<file path="src/rtl/ram_access_arbiter_if.sv">
// Bus bundle between two word-level masters, the arbiter and the SPI RAM command port.
// The master modport is the environment side (masters plus RAM); slave is the arbiter.
interface ram_access_arbiter_if #(
  parameter int ADDR_SIZE = 8
);
  logic                 req0;
  logic                 req1;
  logic                 we0;
  logic                 we1;
  logic [ADDR_SIZE-1:0] addr0;
  logic [ADDR_SIZE-1:0] addr1;
  logic [ADDR_SIZE-1:0] wdata0;
  logic [ADDR_SIZE-1:0] wdata1;
  logic                 ack0;
  logic                 ack1;
  logic [ADDR_SIZE-1:0] rdata0;
  logic [ADDR_SIZE-1:0] rdata1;
  logic                 err0;
  logic                 err1;
  logic [ADDR_SIZE+1:0] ram_din;
  logic                 ram_rx_valid;
  logic [ADDR_SIZE-1:0] ram_dout;
  logic                 ram_tx_valid;
  logic                 busy;

  modport master (
    output req0, req1, we0, we1, addr0, addr1, wdata0, wdata1,
    output ram_dout, ram_tx_valid,
    input  ack0, ack1, rdata0, rdata1, err0, err1,
    input  ram_din, ram_rx_valid, busy
  );

  modport slave (
    input  req0, req1, we0, we1, addr0, addr1, wdata0, wdata1,
    input  ram_dout, ram_tx_valid,
    output ack0, ack1, rdata0, rdata1, err0, err1,
    output ram_din, ram_rx_valid, busy
  );
endinterface

</file>
<file path="src/rtl/ram_access_arbiter.sv">
// Round-robin two-master arbiter that turns word requests into two-beat SPI RAM commands.
// Optional read timeout is enabled by defining RAM_ARB_TIMEOUT_EN.
module ram_access_arbiter #(
  parameter int ADDR_SIZE      = 8,
  parameter int TIMEOUT_CYCLES = 15
) (
  input  logic                 clk,
  input  logic                 rst,
  ram_access_arbiter_if.slave  bus
);

  typedef enum logic [2:0] {
    S_IDLE,
    S_ADDR,
    S_DATA,
    S_RD_WAIT,
    S_DONE
  } state_t;

  if (TIMEOUT_CYCLES < 1) begin : g_param_check
    $error("TIMEOUT_CYCLES must be at least 1");
  end

  state_t               r_state;
  state_t               w_state_nxt;
  logic                 r_sel;
  logic                 r_we;
  logic                 r_rr;
  logic [ADDR_SIZE-1:0] r_addr;
  logic [ADDR_SIZE-1:0] r_wdata;
  logic [ADDR_SIZE-1:0] r_rdata0;
  logic [ADDR_SIZE-1:0] r_rdata1;
  logic                 w_any_req;
  logic                 w_winner;
  logic                 w_timeout;
  logic                 w_rd_exit;
  logic [ADDR_SIZE+1:0] w_din;
  logic                 w_rx_valid;
  logic                 w_ack0;
  logic                 w_ack1;

  assign w_any_req = bus.req0 | bus.req1;
  // A lone requester always wins; on a tie the round-robin pointer decides.
  assign w_winner  = (bus.req0 && bus.req1) ? r_rr : bus.req1;
  assign w_rd_exit = (r_state == S_RD_WAIT) && (bus.ram_tx_valid || w_timeout);

`ifdef RAM_ARB_TIMEOUT_EN
  localparam int CNT_W = $clog2(TIMEOUT_CYCLES + 1);

  logic [CNT_W-1:0] r_cnt;
  logic             r_err0;
  logic             r_err1;

  always_ff @(posedge clk or posedge rst) begin
    if (rst) begin
      r_cnt <= '0;
    end else if (r_state == S_DATA) begin
      r_cnt <= '0;
    end else if (r_state == S_RD_WAIT) begin
      r_cnt <= r_cnt + 1'b1;
    end
  end

  // Expiry is the RD_WAIT cycle whose increment would reach TIMEOUT_CYCLES; tx_valid beats it.
  assign w_timeout = (r_state == S_RD_WAIT) && !bus.ram_tx_valid &&
                     (r_cnt == CNT_W'(TIMEOUT_CYCLES - 1));

  always_ff @(posedge clk or posedge rst) begin
    if (rst) begin
      r_err0 <= 1'b0;
      r_err1 <= 1'b0;
    end else if (w_rd_exit || (r_state == S_DATA && r_we)) begin
      if (r_sel) r_err1 <= w_timeout;
      else       r_err0 <= w_timeout;
    end
  end

  assign bus.err0 = r_err0;
  assign bus.err1 = r_err1;
`else
  assign w_timeout = 1'b0;
  assign bus.err0  = 1'b0;
  assign bus.err1  = 1'b0;
`endif

  // NOTE: sequential state uses non-blocking assignments so every register samples pre-edge values.
  always_ff @(posedge clk or posedge rst) begin
    if (rst) r_state <= S_IDLE;
    else     r_state <= w_state_nxt;
  end

  // NOTE: every output of this block gets a default first, otherwise a missed branch infers a latch.
  always_comb begin
    w_state_nxt = r_state;
    w_din       = '0;
    w_rx_valid  = 1'b0;
    w_ack0      = 1'b0;
    w_ack1      = 1'b0;
    case (r_state)
      S_IDLE: begin
        if (w_any_req) w_state_nxt = S_ADDR;
      end
      S_ADDR: begin
        w_din       = {(r_we ? 2'b00 : 2'b10), r_addr};
        w_rx_valid  = 1'b1;
        w_state_nxt = S_DATA;
      end
      S_DATA: begin
        w_din       = r_we ? {2'b01, r_wdata} : {2'b11, {ADDR_SIZE{1'b0}}};
        w_rx_valid  = 1'b1;
        w_state_nxt = r_we ? S_DONE : S_RD_WAIT;
      end
      S_RD_WAIT: begin
        if (w_rd_exit) w_state_nxt = S_DONE;
      end
      S_DONE: begin
        w_ack0      = ~r_sel;
        w_ack1      = r_sel;
        w_state_nxt = S_IDLE;
      end
      default: w_state_nxt = S_IDLE;
    endcase
  end

  always_ff @(posedge clk or posedge rst) begin
    if (rst) begin
      r_sel    <= 1'b0;
      r_we     <= 1'b0;
      r_rr     <= 1'b0;
      r_addr   <= '0;
      r_wdata  <= '0;
      r_rdata0 <= '0;
      r_rdata1 <= '0;
    end else begin
      case (r_state)
        S_IDLE: begin
          if (w_any_req) begin
            r_sel   <= w_winner;
            r_we    <= w_winner ? bus.we1    : bus.we0;
            r_addr  <= w_winner ? bus.addr1  : bus.addr0;
            r_wdata <= w_winner ? bus.wdata1 : bus.wdata0;
          end
        end
        S_RD_WAIT: begin
          if (w_rd_exit) begin
            if (r_sel) r_rdata1 <= bus.ram_tx_valid ? bus.ram_dout : '0;
            else       r_rdata0 <= bus.ram_tx_valid ? bus.ram_dout : '0;
          end
        end
        S_DONE: r_rr <= ~r_sel;
        default: ;
      endcase
    end
  end

  assign bus.ram_din      = w_din;
  assign bus.ram_rx_valid = w_rx_valid;
  assign bus.ack0         = w_ack0;
  assign bus.ack1         = w_ack1;
  assign bus.rdata0       = r_rdata0;
  assign bus.rdata1       = r_rdata1;
  assign bus.busy         = (r_state != S_IDLE);

endmodule

</file>
<file path="src/flat_wrapper.sv">
// flat-port wrapper written by rule: the top's interface ports become plain ports
module ram_access_arbiter_flat 
#(
  parameter int ADDR_SIZE      = 8,
  parameter int TIMEOUT_CYCLES = 15
)
  (clk, rst, bus_req0, bus_req1, bus_we0, bus_we1, bus_addr0, bus_addr1, bus_wdata0, bus_wdata1, bus_ram_dout, bus_ram_tx_valid, bus_ack0, bus_ack1, bus_rdata0, bus_rdata1, bus_err0, bus_err1, bus_ram_din, bus_ram_rx_valid, bus_busy);
  ram_access_arbiter_if #(.ADDR_SIZE(ADDR_SIZE)) bus_i ();
  input  logic clk;
  input  logic rst;
  input wire logic [$bits(bus_i.req0)-1:0] bus_req0;
  input wire logic [$bits(bus_i.req1)-1:0] bus_req1;
  input wire logic [$bits(bus_i.we0)-1:0] bus_we0;
  input wire logic [$bits(bus_i.we1)-1:0] bus_we1;
  input wire logic [$bits(bus_i.addr0)-1:0] bus_addr0;
  input wire logic [$bits(bus_i.addr1)-1:0] bus_addr1;
  input wire logic [$bits(bus_i.wdata0)-1:0] bus_wdata0;
  input wire logic [$bits(bus_i.wdata1)-1:0] bus_wdata1;
  input wire logic [$bits(bus_i.ram_dout)-1:0] bus_ram_dout;
  input wire logic [$bits(bus_i.ram_tx_valid)-1:0] bus_ram_tx_valid;
  output wire logic [$bits(bus_i.ack0)-1:0] bus_ack0;
  output wire logic [$bits(bus_i.ack1)-1:0] bus_ack1;
  output wire logic [$bits(bus_i.rdata0)-1:0] bus_rdata0;
  output wire logic [$bits(bus_i.rdata1)-1:0] bus_rdata1;
  output wire logic [$bits(bus_i.err0)-1:0] bus_err0;
  output wire logic [$bits(bus_i.err1)-1:0] bus_err1;
  output wire logic [$bits(bus_i.ram_din)-1:0] bus_ram_din;
  output wire logic [$bits(bus_i.ram_rx_valid)-1:0] bus_ram_rx_valid;
  output wire logic [$bits(bus_i.busy)-1:0] bus_busy;
  assign bus_i.req0 = bus_req0;
  assign bus_i.req1 = bus_req1;
  assign bus_i.we0 = bus_we0;
  assign bus_i.we1 = bus_we1;
  assign bus_i.addr0 = bus_addr0;
  assign bus_i.addr1 = bus_addr1;
  assign bus_i.wdata0 = bus_wdata0;
  assign bus_i.wdata1 = bus_wdata1;
  assign bus_i.ram_dout = bus_ram_dout;
  assign bus_i.ram_tx_valid = bus_ram_tx_valid;
  assign bus_ack0 = bus_i.ack0;
  assign bus_ack1 = bus_i.ack1;
  assign bus_rdata0 = bus_i.rdata0;
  assign bus_rdata1 = bus_i.rdata1;
  assign bus_err0 = bus_i.err0;
  assign bus_err1 = bus_i.err1;
  assign bus_ram_din = bus_i.ram_din;
  assign bus_ram_rx_valid = bus_i.ram_rx_valid;
  assign bus_busy = bus_i.busy;
  ram_access_arbiter #(.ADDR_SIZE(ADDR_SIZE), .TIMEOUT_CYCLES(TIMEOUT_CYCLES)) u_core (.clk(clk), .rst(rst), .bus(bus_i));
endmodule
</file>
<file path="config.mk">
export PLATFORM = sky130hd
export DESIGN_NAME = ram_access_arbiter_flat
export DESIGN_NICKNAME = d
export VERILOG_FILES = /design/src/rtl/ram_access_arbiter_if.sv /design/src/rtl/ram_access_arbiter.sv /design/src/flat_wrapper.sv
export SDC_FILE = /design/constraint.sdc
export NUM_CORES = 1
export LEC_CHECK = 0
export BUFFER_PORTS_ARGS = -buffer_cell sky130_fd_sc_hd__buf_2
export CAP_MARGIN = 15
export CORE_ASPECT_RATIO = 0.75
export CORE_MARGIN = 4
export CORE_UTILIZATION = 47
export DETAILED_ROUTE_END_ITERATION = 7
export PLACE_DENSITY = 0.9
export SETUP_SLACK_MARGIN = 0.3
export SLEW_MARGIN = 20
export SYNTH_ARGS = -nofsm -noshare
export SYNTH_HDL_FRONTEND = slang
export SYNTH_SLANG_ARGS = --single-unit
</file>
<file path="constraint.sdc">
create_clock -name clk -period 1.75 [get_ports clk]
set_clock_uncertainty 0.1 [all_clocks]
set_input_delay 0.0875 -clock clk [delete_from_list [all_inputs] [get_ports clk]]
set_output_delay 0.0875 -clock clk [all_outputs]
set_load 0.02 [all_outputs]
</file>
==> impl_metrics.csv <==
group,metric,value,unit
outcome,status,"finished with violations",
outcome,violations,"negative setup slack",
timing,timing_worst_slew_pin_value,518,ps
synth,syn-instance-count,152,
worst_setup_path,timing.critical_path.from_type,"flip-flop",
clock_network,h-tree-depth,2,
worst_setup_path,worstSetupEndpointType,"primary output",
job,timing.max_cap.violations,0,
synth,yosysTopAreaCellShare,50.7,%
hold_path,hold-path-endpoint,"u_core.r_sel$_DFFE_PP0P_",
die,rows,19,
clock_network,clkSinkCount,38,
synth,yosys.area_share.simple,9.67,%
timing,fin_crit,1850,ps
die,core,0.00376,mm²
global_route,grt_pass1_vias,2016,
timing,grt_setup_unrepaired,"yes",
layout,layout_common_cells,"62 x sky130_fd_sc_hd__buf_2, 43 x sky130_fd_sc_hd__dlygate4sd3_1, 36 x sky130_fd_sc_hd__dfrtp_1",
layout,layout_commonest_cell,"sky130_fd_sc_hd__buf_2",
timing,max-slew-margin-rel,65.5,%
clock_network,clock_tree_root_buffer_cell,"sky130_fd_sc_hd__clkbuf_8",
die,die-width,80.9,µm
hold_path,worst_hold_path_type,"input pin to flip-flop",
synth,synth_compound_area_share,22.7,%
clock_network,ctsLongestPathBuffers,2,
layout,post_route_cells_drive_above_1_share,61.0,%
timing,finalHoldViolations,0,
synth,yosys-mux-area-fraction,11.7,%
worst_setup_path,critical_path.max_fanout,8,
layout,design.final.nets,338,
layout,layout.cells.non_filler,345,
layout,flow.area_growth_from_synthesis,84.6,%
global_route,grt_start_max_net_pins,39,
route,drt-initial-drc-count,244,
timing,post-route-worst-setup-slack,-103,ps
pwr,power.total,6.87,mW
timing,timing.final.crit_share,106,%
placement,gp_congestion,0.823,
route,vias,2113,
placement,place.detailed.instances,277,
global_route,gr-usage-all-layers,28.0,%
worst_setup_path,critical_r2r_launch,"u_core.r_state[0]$_DFFE_PP0P_",
die,floorplan.initialDensity,49.9,%
synth,synth-xor-area-share,0,%
worst_setup_path,cp.required,1560,ps
synth,netlist.top_cell.by_area,"sky130_fd_sc_hd__dfrtp_1",
clock_network,clk_transition_reported_paths,90,ps
die,die-area,0.00508,mm²
clock_network,cts_buffers,5,
worst_setup_path,ff2ff_setup_slack,-70,ps
route,route.final.wire_length,9040,µm
synth,top_post_synthesis_cells_by_area,"sky130_fd_sc_hd__dfrtp_1 51%, sky130_fd_sc_hd__o221a_2 10%, sky130_fd_sc_hd__a21o_1 7.2%",
layout,post-route-cell-area,0.00346,mm²
timing,clock.fmax,540,MHz
pwr,power.static_leakage,1.64,nW
global_route,grt_antenna_before_repair,1,
placement,post_detail_place_hpwl,3500,µm
placement,portBuffers,76,
hold_path,hold_start,"bus_req1",
worst_setup_path,crit_arrival,1670,ps
pwr,peakVddDrop,0.00121,V
die,die-height,62.7,µm
synth,synth_top_family_by_area,"compound AO/OA/AOI/OAI gates",
worst_setup_path,timing.rr.end,"u_core.bus.rdata1[6]$_DFFE_PP0P_",
route,detail_route.drc_violations,0,
route,routed_via_count_divided_by_cell_count,6.12,
route,routedWlPerCell,26.2,µm
worst_setup_path,reg2reg_depth,5,
placement,dp_worst_setup_slack,51.2,ps
synth,ys_seq_elements,38,
synth,yosys.area_share.adder,0,%
pwr,power_per_cell_area,1980,mW/mm²
worst_setup_path,crit_type,"flip-flop to primary output",
timing,finalSetupViolCount,19,
route,ant_nets_after_route,0,
die,floorplan.io_pins,79,
clock_network,cts_tree,"built",
synth,synth_warnings,0,
route,drt_first_pass_iters,4,
timing,slew_violations,0,
synth,post_synth_instance_area,0.00188,mm²
global_route,grt_pass1_wl,10700,µm
synth,seq_area_frac_synth,50.7,%
synth,synthDistinctLibCells,31,
hold_path,timing.hold.worst_path_depth,3,
global_route,grt-ovfl-total,0,
placement,placedInstanceArea,0.00246,mm²
clock_network,worst_skew_pair.late_latency,310,ps
synth,avgSynthCellArea,12.3,µm²
==> area by class of cell <==
type	count	area (µm²)
Antenna cell	1	2.50
Clock inverter	1	30.0
Tap cell	52	65.1
Inverter	2	10.0
Clock buffer	7	76.3
Multi-Input combinational cell	98	1120
Sequential cell	38	953
Fill cell	136	294
Timing Repair Buffer	146	1200
==> cells by family after synthesis <==
logic type / count (synthesis)
AOI/OAI and AO/OA: 49
DFF: 38
and+or+nand+nor: 30
muxes: 17
buffers and inverters: 17
other: 1
==> worst max-delay path by stage <==
stage	slack, ps	from	to	depth (start not counted)
global route	-120	u_core.r_state[0]$_DFFE_PP0P_	bus_ram_din[6]	4
global placement	80	u_core.r_state[2]$_DFFE_PP0P_	u_core.r_wdata[4]$_DFFE_PP0P_	3
finish	-100	u_core.r_state[0]$_DFFE_PP0P_	bus_ram_din[6]	4
detailed placement	50	u_core.r_state[0]$_DFFE_PP0P_	u_core.bus.rdata1[2]$_DFFE_PP0P_	4
CTS	30	u_core.r_state[0]$_DFFE_PP0P_	bus_ram_din[6]	4
floorplan	200	u_core.r_state[0]$_DFFE_PP0P_	u_core.bus.rdata1[0]$_DFFE_PP0P_	5
==> registers in the layout, indices dropped and copies added (netlist names) <==
name	flops
u_core.r_we	1
u_core.r_addr	8
u_core.bus.rdata0	8
u_core.r_sel	1
u_core.r_wdata	8
u_core.bus.rdata1	8
u_core.r_state	3
u_core.r_rr	1
==> routing by layer <==
| layer | track usage, % | share of wire (%) | up-vias |
|---|---|---|---|
| li1 | - | - | 846 |
| met3 | 6.92 | 8.3 | 42 |
| met5 | 0 | 0 | - |
| met2 | 46.7 | 49 | 156 |
| met4 | 12.0 | 5.0 | 0 |
| met1 | 34.0 | 38 | 1069 |
==> critical path, cell delays in order (launching register included) <==
cell and delay [ps]:
sky130_fd_sc_hd__dfrtp_2 490, sky130_fd_sc_hd__and3b_4 450, sky130_fd_sc_hd__a22oi_2 90, sky130_fd_sc_hd__nor2_2 150, sky130_fd_sc_hd__buf_4 170
==> synthesized netlist by cell type, drive strengths merged <==
master   count
conb         1
dfrtp       38
nor3         2
o221a       17
nor2        13
and3b        1
a21oi        3
or2b         1
nand3        2
and3         1
nor3b        1
nand2b       2
a2bb2oi      1
nor2b        2
a21o        18
buf         12
or2          1
nand2        2
inv          2
mux2i        1
mux2        16
clkbuf       3
a22oi        9
or3b         2
a21boi       1
==> report_power, final <==
part | internal (mW) | total [mW] | switching (mW)
combinational | 2.27 | 4.30 | 2.03
clock | 0.428 | 0.782 | 0.354
sequential | 1.31 | 1.78 | 0.467
==> what timing repair did <==
item | in CTS | in global routing
endpoints found under the setup margin | 48 | 51
pin swaps | 2 | 6
resized for setup | 46 | 24
cloned | 0 | 3
hold buffers | 42 | 1
buffers inserted | 9 | 4
endpoints found under the hold margin | 71 | 1
==> through the flow <==
step | TNS (ps) | hold slack [ps] | util, %
final | -988 | 79.4 | 92.2
after detailed placement | 0 | 128 | 65.4
after floorplan | 0 | 136 | -
after global placement | 0 | 118 | 65.4
after global routing | -2170 | 72.5 | 92.2
after CTS | 0 | 0.0623 | 85.8
Power figures use the tool's default switching activity.
